**config.mk**
```make
export PLATFORM = sky130hd
export DESIGN_NAME = truth_table_settle_timer
export DESIGN_NICKNAME = d
export VERILOG_FILES = /design/src/rtl/truth_table_step_checker_pkg.sv /design/src/rtl/truth_table_settle_timer.sv
export SDC_FILE = /design/constraint.sdc
export NUM_CORES = 1
export LEC_CHECK = 0
export CAP_MARGIN = 20
export CORE_MARGIN = 1.5
export CORE_UTILIZATION = 35
export CTS_BUF_LIST = sky130_fd_sc_hd__clkbuf_8
export CTS_CLUSTER_SIZE = 12
export DETAILED_ROUTE_END_ITERATION = 12
export GPL_TIMING_DRIVEN = 0
export PLACE_DENSITY = 0.65
export SYNTH_ARGS = -nofsm -noshare
export SYNTH_HDL_FRONTEND = slang
export SYNTH_SLANG_ARGS = --single-unit
```
**constraint.sdc**
```tcl
create_clock -name i_clk -period 1.7 [get_ports i_clk]
set_input_delay 0.255 -clock i_clk [delete_from_list [all_inputs] [get_ports i_clk]]
set_output_delay 0.255 -clock i_clk [all_outputs]
set_load 0.05 [all_outputs]
```
**src/rtl/truth_table_step_checker_pkg.sv**
```systemverilog
// Shared definitions for the truth-table step checker: parameter defaults,
// sequencer state encoding and a popcount helper for the fail vector.
package truth_table_step_checker_pkg;

  localparam int DEF_CH_NUM   = 8;
  localparam int DEF_STEP_W   = 8;
  localparam int DEF_SETTLE_W = 16;
  localparam int DEF_ERR_W    = 16;

  // The popcount helper is sized for up to POP_MAX_W channels.
  localparam int POP_MAX_W = 64;
  localparam int POP_CNT_W = 7;

  localparam logic [2:0] ST_IDLE   = 3'd0;
  localparam logic [2:0] ST_REQ    = 3'd1;
  localparam logic [2:0] ST_SETTLE = 3'd2;
  localparam logic [2:0] ST_SAMPLE = 3'd3;
  localparam logic [2:0] ST_NEXT   = 3'd4;
  localparam logic [2:0] ST_DONE   = 3'd5;

  function automatic logic [POP_CNT_W-1:0] popcount(input logic [POP_MAX_W-1:0] v);
    logic [POP_CNT_W-1:0] n;
    n = '0;
    for (int i = 0; i < POP_MAX_W; i++) begin
      n = n + POP_CNT_W'(v[i]);
    end
    return n;
  endfunction

endpackage

```
**src/rtl/truth_table_settle_timer.sv**
```systemverilog
// Settle-delay timer: after a load with count N, o_expire pulses in the N-th
// following cycle, or in the load cycle itself when N is zero.
module truth_table_settle_timer
  import truth_table_step_checker_pkg::*;
#(
  parameter int SETTLE_W = DEF_SETTLE_W
) (
  input  logic                i_clk,
  input  logic                i_rst,
  input  logic                i_load,
  input  logic [SETTLE_W-1:0] i_count,
  output logic                o_expire
);

  logic [SETTLE_W-1:0] remain;

  always_ff @(posedge i_clk) begin
    if (!i_rst) begin
      remain <= '0;
    end else if (i_load) begin
      remain <= i_count;
    end else if (remain != '0) begin
      remain <= remain - SETTLE_W'(1);
    end
  end

  assign o_expire = i_load ? (i_count == '0) : (remain == SETTLE_W'(1));

endmodule

```
==> flow_summary.yaml, run 1 <==
logic_synthesis:
  syn_nets: 137
  synth_warnings: 0
  synth_area_leaders: "dfxtp_1 (33%), o21ai_0 (7.8%), a21oi_1 (4.7%), xnor2_1 (3.7%), or3_1 (3.3%)"
  syn_inst: 116
  synth_area_um2: 957
  synth-seq-cells: 16
  yosysUniqueCellTypes: 37
  ys_seq_area_share_pct: 33.5
  synth_area_leader_cell: "dfxtp_1"
  synth_area_per_cell_um2: 8.25
  synth.top_cell.area_share_pct: 33.5
clocking:
  cts_buffers: 3
  cts_buffer_depth: 2
  clk-insertion-delay-late_ns: 0.25
  path_clk_slew_ns: 0.06
  cts_tree: "built"
  htree_levels: 1
  cts_sinks: 16
  hold_buffers: 0
  cts-root-buf: "clkbuf_8"
layout:
  syn_to_final_growth_pct: 52.3
  reg.largest.list: "remain: 16 flops"
  multiInputGateArea_um2: 763
  layout-drive-gt1-share_pct: 32.9
  regMostFlops: "remain"
  n_fill_cell: 239
  largest_reg_flops: 16
  finalInstanceArea_um2: 1460
  final_cell_mix: "o21ai_0 (12), dlygate4sd2_1 (12), dfxtp_1 (9)"
  final-seq-area_um2: 329
  final_nets: 169
  diodes: 0
status:
  violations: "setup timing"
  status: "complete, but fails checks"
grt:
  antenna_found_initial: 0
  gr-total-overflow: 0
  grt_pass1_vias: 987
  grt_pass1_wl_um: 4530
  grt_max_degree: 11
  grt_usage_pct: 18.3
timing:
  finalSetupTns_ns: -0.156
  finalCritPeriodShare_pct: 108
  max_freq_mhz: 544
  slew_headroom_pct: 70.1
  fin_worst_skew_ns: 0.00334
  worst_slew_pin_slew_ns: 0.437
  setup_viol: 4
  slew_viol_final: 0
  rsz0062_at_grt: "true"
  hold_viol: 0
  worst_hold_slack_ns: 0.398
  final.setup.worst_slack_ns: -0.137
  min_period_ns: 1.84
placement:
  finalWeightedCongestion: 0.852
  dp_hpwl_um: 1890
  place_area_um2: 1200
  portBuffers: 19
setup_path:
  path_cells: "nor4_4 -> and4_4 -> nand3_4 -> o41ai_4 -> buf_6"
  startpoint_type: "register"
  critical_path_required_ns: 1.44
  end_kind: "output port"
  path_class: "register to output port"
  cpPeakStageDelay_ns: 0.35
  arrival_ns: 1.58
  cp_slowest_cell: "nor4_4"
  cp_max_fo: 4
routing:
  drt-initial-drc-count: 37
  wl_per_cell_um: 16.5
  drt-pass1-iter-count: 4
  routed_via_density: 5.89
  routed_wl_um: 2910
  ant_nets: 0
  drc_errors: 0
  vias: 1037
power:
  peakVddDrop_uv: 460
  power_density_nw_per_um2: 746
  leakagePower_nw: 0.551
die:
  die_h_um: 55.3
  pin_count: 20
  core_um2: 2520
  initial_core_util_pct: 37.9
  num_rows: 18
  die_x_um: 55.3
  dieArea_um2: 3060
job:
  cap_violations: 0
min_path:
  hold_class: "primary input to register"
cell usage after synthesis (all sizes together):
library cell / number
a21boi: 1
and4: 2
inv: 5
o21ai: 15
clkbuf: 3
nand3: 6
dfxtp: 16
xor2: 1
nor3: 5
buf: 1
a211oi: 1
o41ai: 1
or2: 1
o211a: 1
a31oi: 2
nor2: 8
nand4: 1
o21a: 2
o311a: 1
ha: 2
or4: 2
a32o: 2
nor2b: 1
mux2: 1
a2111oi: 1
a311oi: 1
nor3b: 1
o311ai: 1
or3: 5
nand2b: 2
nand2: 4
nor4b: 1
xnor2: 4
a21oi: 9
nor4: 6
layer usage:
metal  up-vias  part of all wire (%)  GRT usage, %
met3         2                   4.0          5.85
met1       511                    45          24.7
met4         0                  0.62          4.18
met2        22                    50          28.4
li1        502                     -             -
met5         -                     0             0
critical path: cells and delay by family (launching register included):
kind            cells  cell delay (ns)
compound gates      1             0.06
flops               1             0.34
simple gates        3             0.74
buf+inv             1             0.20
stage by stage:
step	worst slack, ns	utilization, %	std cells	total power, mW
2_1_floorplan	0.0198	-	116	0.601
3_3_place_gp	-1.02	47.7	165	0.691
3_5_place_dp	-1.03	47.7	165	0.697
4_1_cts	-0.114	54.1	174	1.03
5_1_grt	-0.182	57.8	176	1.14
6_report	-0.137	57.8	176	1.09
cells by family (layout without fill, tap and decap cells):
group	after synthesis	in the layout	synth area share, %
simple gates	45	45	29.0
mux	1	1	1.18
fa+ha+maj	2	2	2.61
flops	16	16	33.5
xor+xnor	5	5	4.57
buf+inv	9	39	4.31
compound gates	38	38	24.8
what timing repair did:
item,4_1_cts,5_1_grt
endpoints found under the setup margin,9,15
pin swaps,10,13
gates resized for setup,42,21
buffers inserted,6,2
power by group:
group / leakage, nW / internal (mW) / switching [mW]
clock network: 0.0216 / 0.157 / 0.132
logic: 0.395 / 0.172 / 0.158
registers: 0.135 / 0.412 / 0.0558
total: 0.551 / 0.741 / 0.346
final timing paths:
path | slack (ns) | cells past startpoint | start | to
setup reg to reg | -0.01 | 7 | remain[0] | remain[1]
setup / recovery | -0.14 | 5 | remain[15] | o_expire
hold / removal | 0.40 | 2 | i_count[2] | remain[2]
hold reg to reg | 0.54 | 2 | remain[14] | remain[14]
layout make-up:
type | count | area share (%)
Multi-Input combinational cell | 91 | 52.4
Sequential cell | 16 | 22.6
Timing Repair Buffer | 27 | 16.8
Clock buffer | 3 | 2.83
Tap cell | 30 | 2.58
Buffer | 4 | 1.55
Inverter | 5 | 1.29
(Power assumes the default switching activity.)
==> run 2, diff against run 1 <==
--- a/config.mk
+++ b/config.mk
@@ -8,7 +8,7 @@
 export CAP_MARGIN = 20
 export CORE_MARGIN = 1.5
 export CORE_UTILIZATION = 35
-export CTS_BUF_LIST = sky130_fd_sc_hd__clkbuf_8
+export CTS_BUF_LIST = sky130_fd_sc_hd__clkbuf_16
 export CTS_CLUSTER_SIZE = 12
 export DETAILED_ROUTE_END_ITERATION = 12
 export GPL_TIMING_DRIVEN = 0
==> run 2 against run 1 <==
The flow still finishes with violations (setup timing); die area did not move; fmax fell by 0.85%; critical path type is now primary input to output port; non-clock buffer count rose by 1; total power rose by 16%; via count rose by 2.0%; combinational power barely moved; sequential cell count did not move.
==> flow_summary.yaml, run 2 (same netlist as run 1, synthesis figures left out) <==
status:
  status: "complete, but fails checks"
  violations: "setup timing"
power:
  finalPower_mw: 1.26
  p_switching_uw: 361
  internal-power_uw: 895
  power_density_nw_per_um2: 844
  peakVddDrop_uv: 892
  leakagePower_nw: 0.569
  clkPwrFrac_pct: 36.3
  p_seq_share_pct: 37.3
  p_sw_share_pct: 28.8
  pwr-share-comb_pct: 26.4
die:
  core_um2: 2520
  die_h_um: 55.3
  dieArea_um2: 3060
  initial_core_util_pct: 37.9
  num_rows: 18
  pin_count: 20
  die_x_um: 55.3
min_path:
  min_from: "i_count[2]"
  min_path_cells: 2
  min_to: "remain[2]"
  hold_class: "primary input to register"
setup_path:
  cp_slowest_cell: "nor4_2"
  startpoint_type: "primary input"
  reg2reg_from: "remain[14]"
  path_cells: "dlygate4sd2_1 -> nor4_2 -> nand4_1 -> o41ai_4 -> buf_6"
  path_class: "primary input to output port"
  arrival_ns: 1.60
  critical_path_required_ns: 1.44
  cp.buffers_inverters: 2
  r2r_cells: 6
  cp_max_fo: 2
  cpPeakStageDelay_ns: 0.36
  cp_top_family: "simple AND/OR/NAND/NOR gates"
  end_kind: "output port"
  r2r_end: "remain[1]"
  r2r_slack_ns: -0.03
grt:
  grt_max_degree: 11
  gr-total-overflow: 0
  grt_usage_pct: 19.2
  grt_pass1_vias: 1000
  grt_pass1_wl_um: 4690
  antenna_found_initial: 0
timing:
  finalCritPeriodShare_pct: 109
  setup_viol: 4
  slew_viol_final: 0
  min_period_ns: 1.85
  worst_hold_slack_ns: 0.404
  worst_slew_pin_slew_ns: 0.515
  final.setup.worst_slack_ns: -0.152
  rsz0062_at_grt: "true"
  slew_headroom_pct: 65.7
  max_freq_mhz: 540
  fin_worst_skew_ns: 0.00109
  hold_viol: 0
layout:
  syn_to_final_growth_pct: 55.4
  final_cell_mix: "o21ai_0 (12), dlygate4sd2_1 (12), a21oi_1 (9)"
  n_fill_cell: 234
  regMostFlops: "remain"
  multiInputGateArea_um2: 751
  final_nets: 170
  final-seq-area_um2: 330
  diodes: 0
  largest_reg_flops: 16
  reg.largest.list: "remain: 16 flops"
  layout-drive-gt1-share_pct: 32.7
routing:
  routed_wl_um: 3080
  drc_errors: 0
  drt-initial-drc-count: 44
  wl_per_cell_um: 17.4
  drt-pass1-iter-count: 4
  routed_via_density: 5.98
  ant_nets: 0
  vias: 1058
clocking:
  clk-insertion-delay-late_ns: 0.25
  path_clk_slew_ns: 0.05
  htree_levels: 1
  cts_buffer_depth: 2
  cts_tree: "built"
  cts_buffers: 3
  cts_sinks: 16
  cts-root-buf: "clkbuf_16"
placement:
  dp_hpwl_um: 1890
  finalWeightedCongestion: 0.852
  portBuffers: 19
job:
  cap_violations: 0
-- run 2: repair_timing --
item	CTS	global route
hold buffers	0	0
pin swaps	10	8
cloned	0	0
endpoints found under the setup margin	9	15
buffers inserted	6	3
resized for setup	42	20
-- run 2: metal layers --
layer | vias to the layer above | track usage (%) | part of all wire [%]
met4 | 0 | 3.83 | 0.29
li1 | 508 | - | -
met1 | 495 | 25.8 | 42
met2 | 53 | 30.6 | 50
met5 | - | 0 | 0
met3 | 2 | 5.62 | 7.9
-- run 2: cell type report --
type                    count  share of cell area, %
inverters                   5                   1.26
clock buffers               3                   5.05
repair buffers             28                   17.0
plain buffers               4                   1.51
flip-flops and latches     16                   22.2
well taps                  30                   2.52
multi-input cells          91                   50.5
-- run 2: metrics by stage --
step | util [%] | instances | setup WS (ns) | setup TNS [ns] | cell area (um^2)
after global routing | 59.0 | 177 | -0.209 | -0.803 | 1490
after detailed placement | 47.7 | 165 | -1.03 | -2.46 | 1200
final | 59.0 | 177 | -0.152 | -0.209 | 1490
after global placement | 47.7 | 165 | -1.02 | -2.01 | 1200
after CTS | 55.5 | 174 | -0.104 | -0.104 | 1400
after floorplan | - | 116 | 0.0198 | 0 | 976
-- run 2: how the worst max path moves through the flow --
| stage | startpoint | end | slack (ns) | cells past startpoint |
|---|---|---|---|---|
| after floorplan | remain[0] | remain[5] | 0.02 | 8 |
| after global placement | i_load | o_expire | -1.02 | 6 |
| after detailed placement | i_load | o_expire | -1.03 | 6 |
| after CTS | remain[15] | o_expire | -0.10 | 5 |
| after global routing | remain[14] | o_expire | -0.21 | 5 |
| final | i_count[7] | o_expire | -0.15 | 5 |
-- run 2: power by group through the flow --
stage / Clock (mW) / Sequential (mW) / Combinational [mW]
after detailed placement: 0 / 0.455 / 0.242
final: 0.456 / 0.469 / 0.331
after global routing: 0.486 / 0.472 / 0.359
after CTS: 0.462 / 0.460 / 0.277
after floorplan: 0 / 0.446 / 0.155
after global placement: 0 / 0.453 / 0.238
-- run 2: worst register-to-register path, cell delays in order, from the launching register on --
cell     delay [ns]
dfxtp_2        0.34
nor4_4         0.36
buf_4          0.18
and4_1         0.22
buf_6          0.16
mux2_4         0.31
o21ai_2        0.10
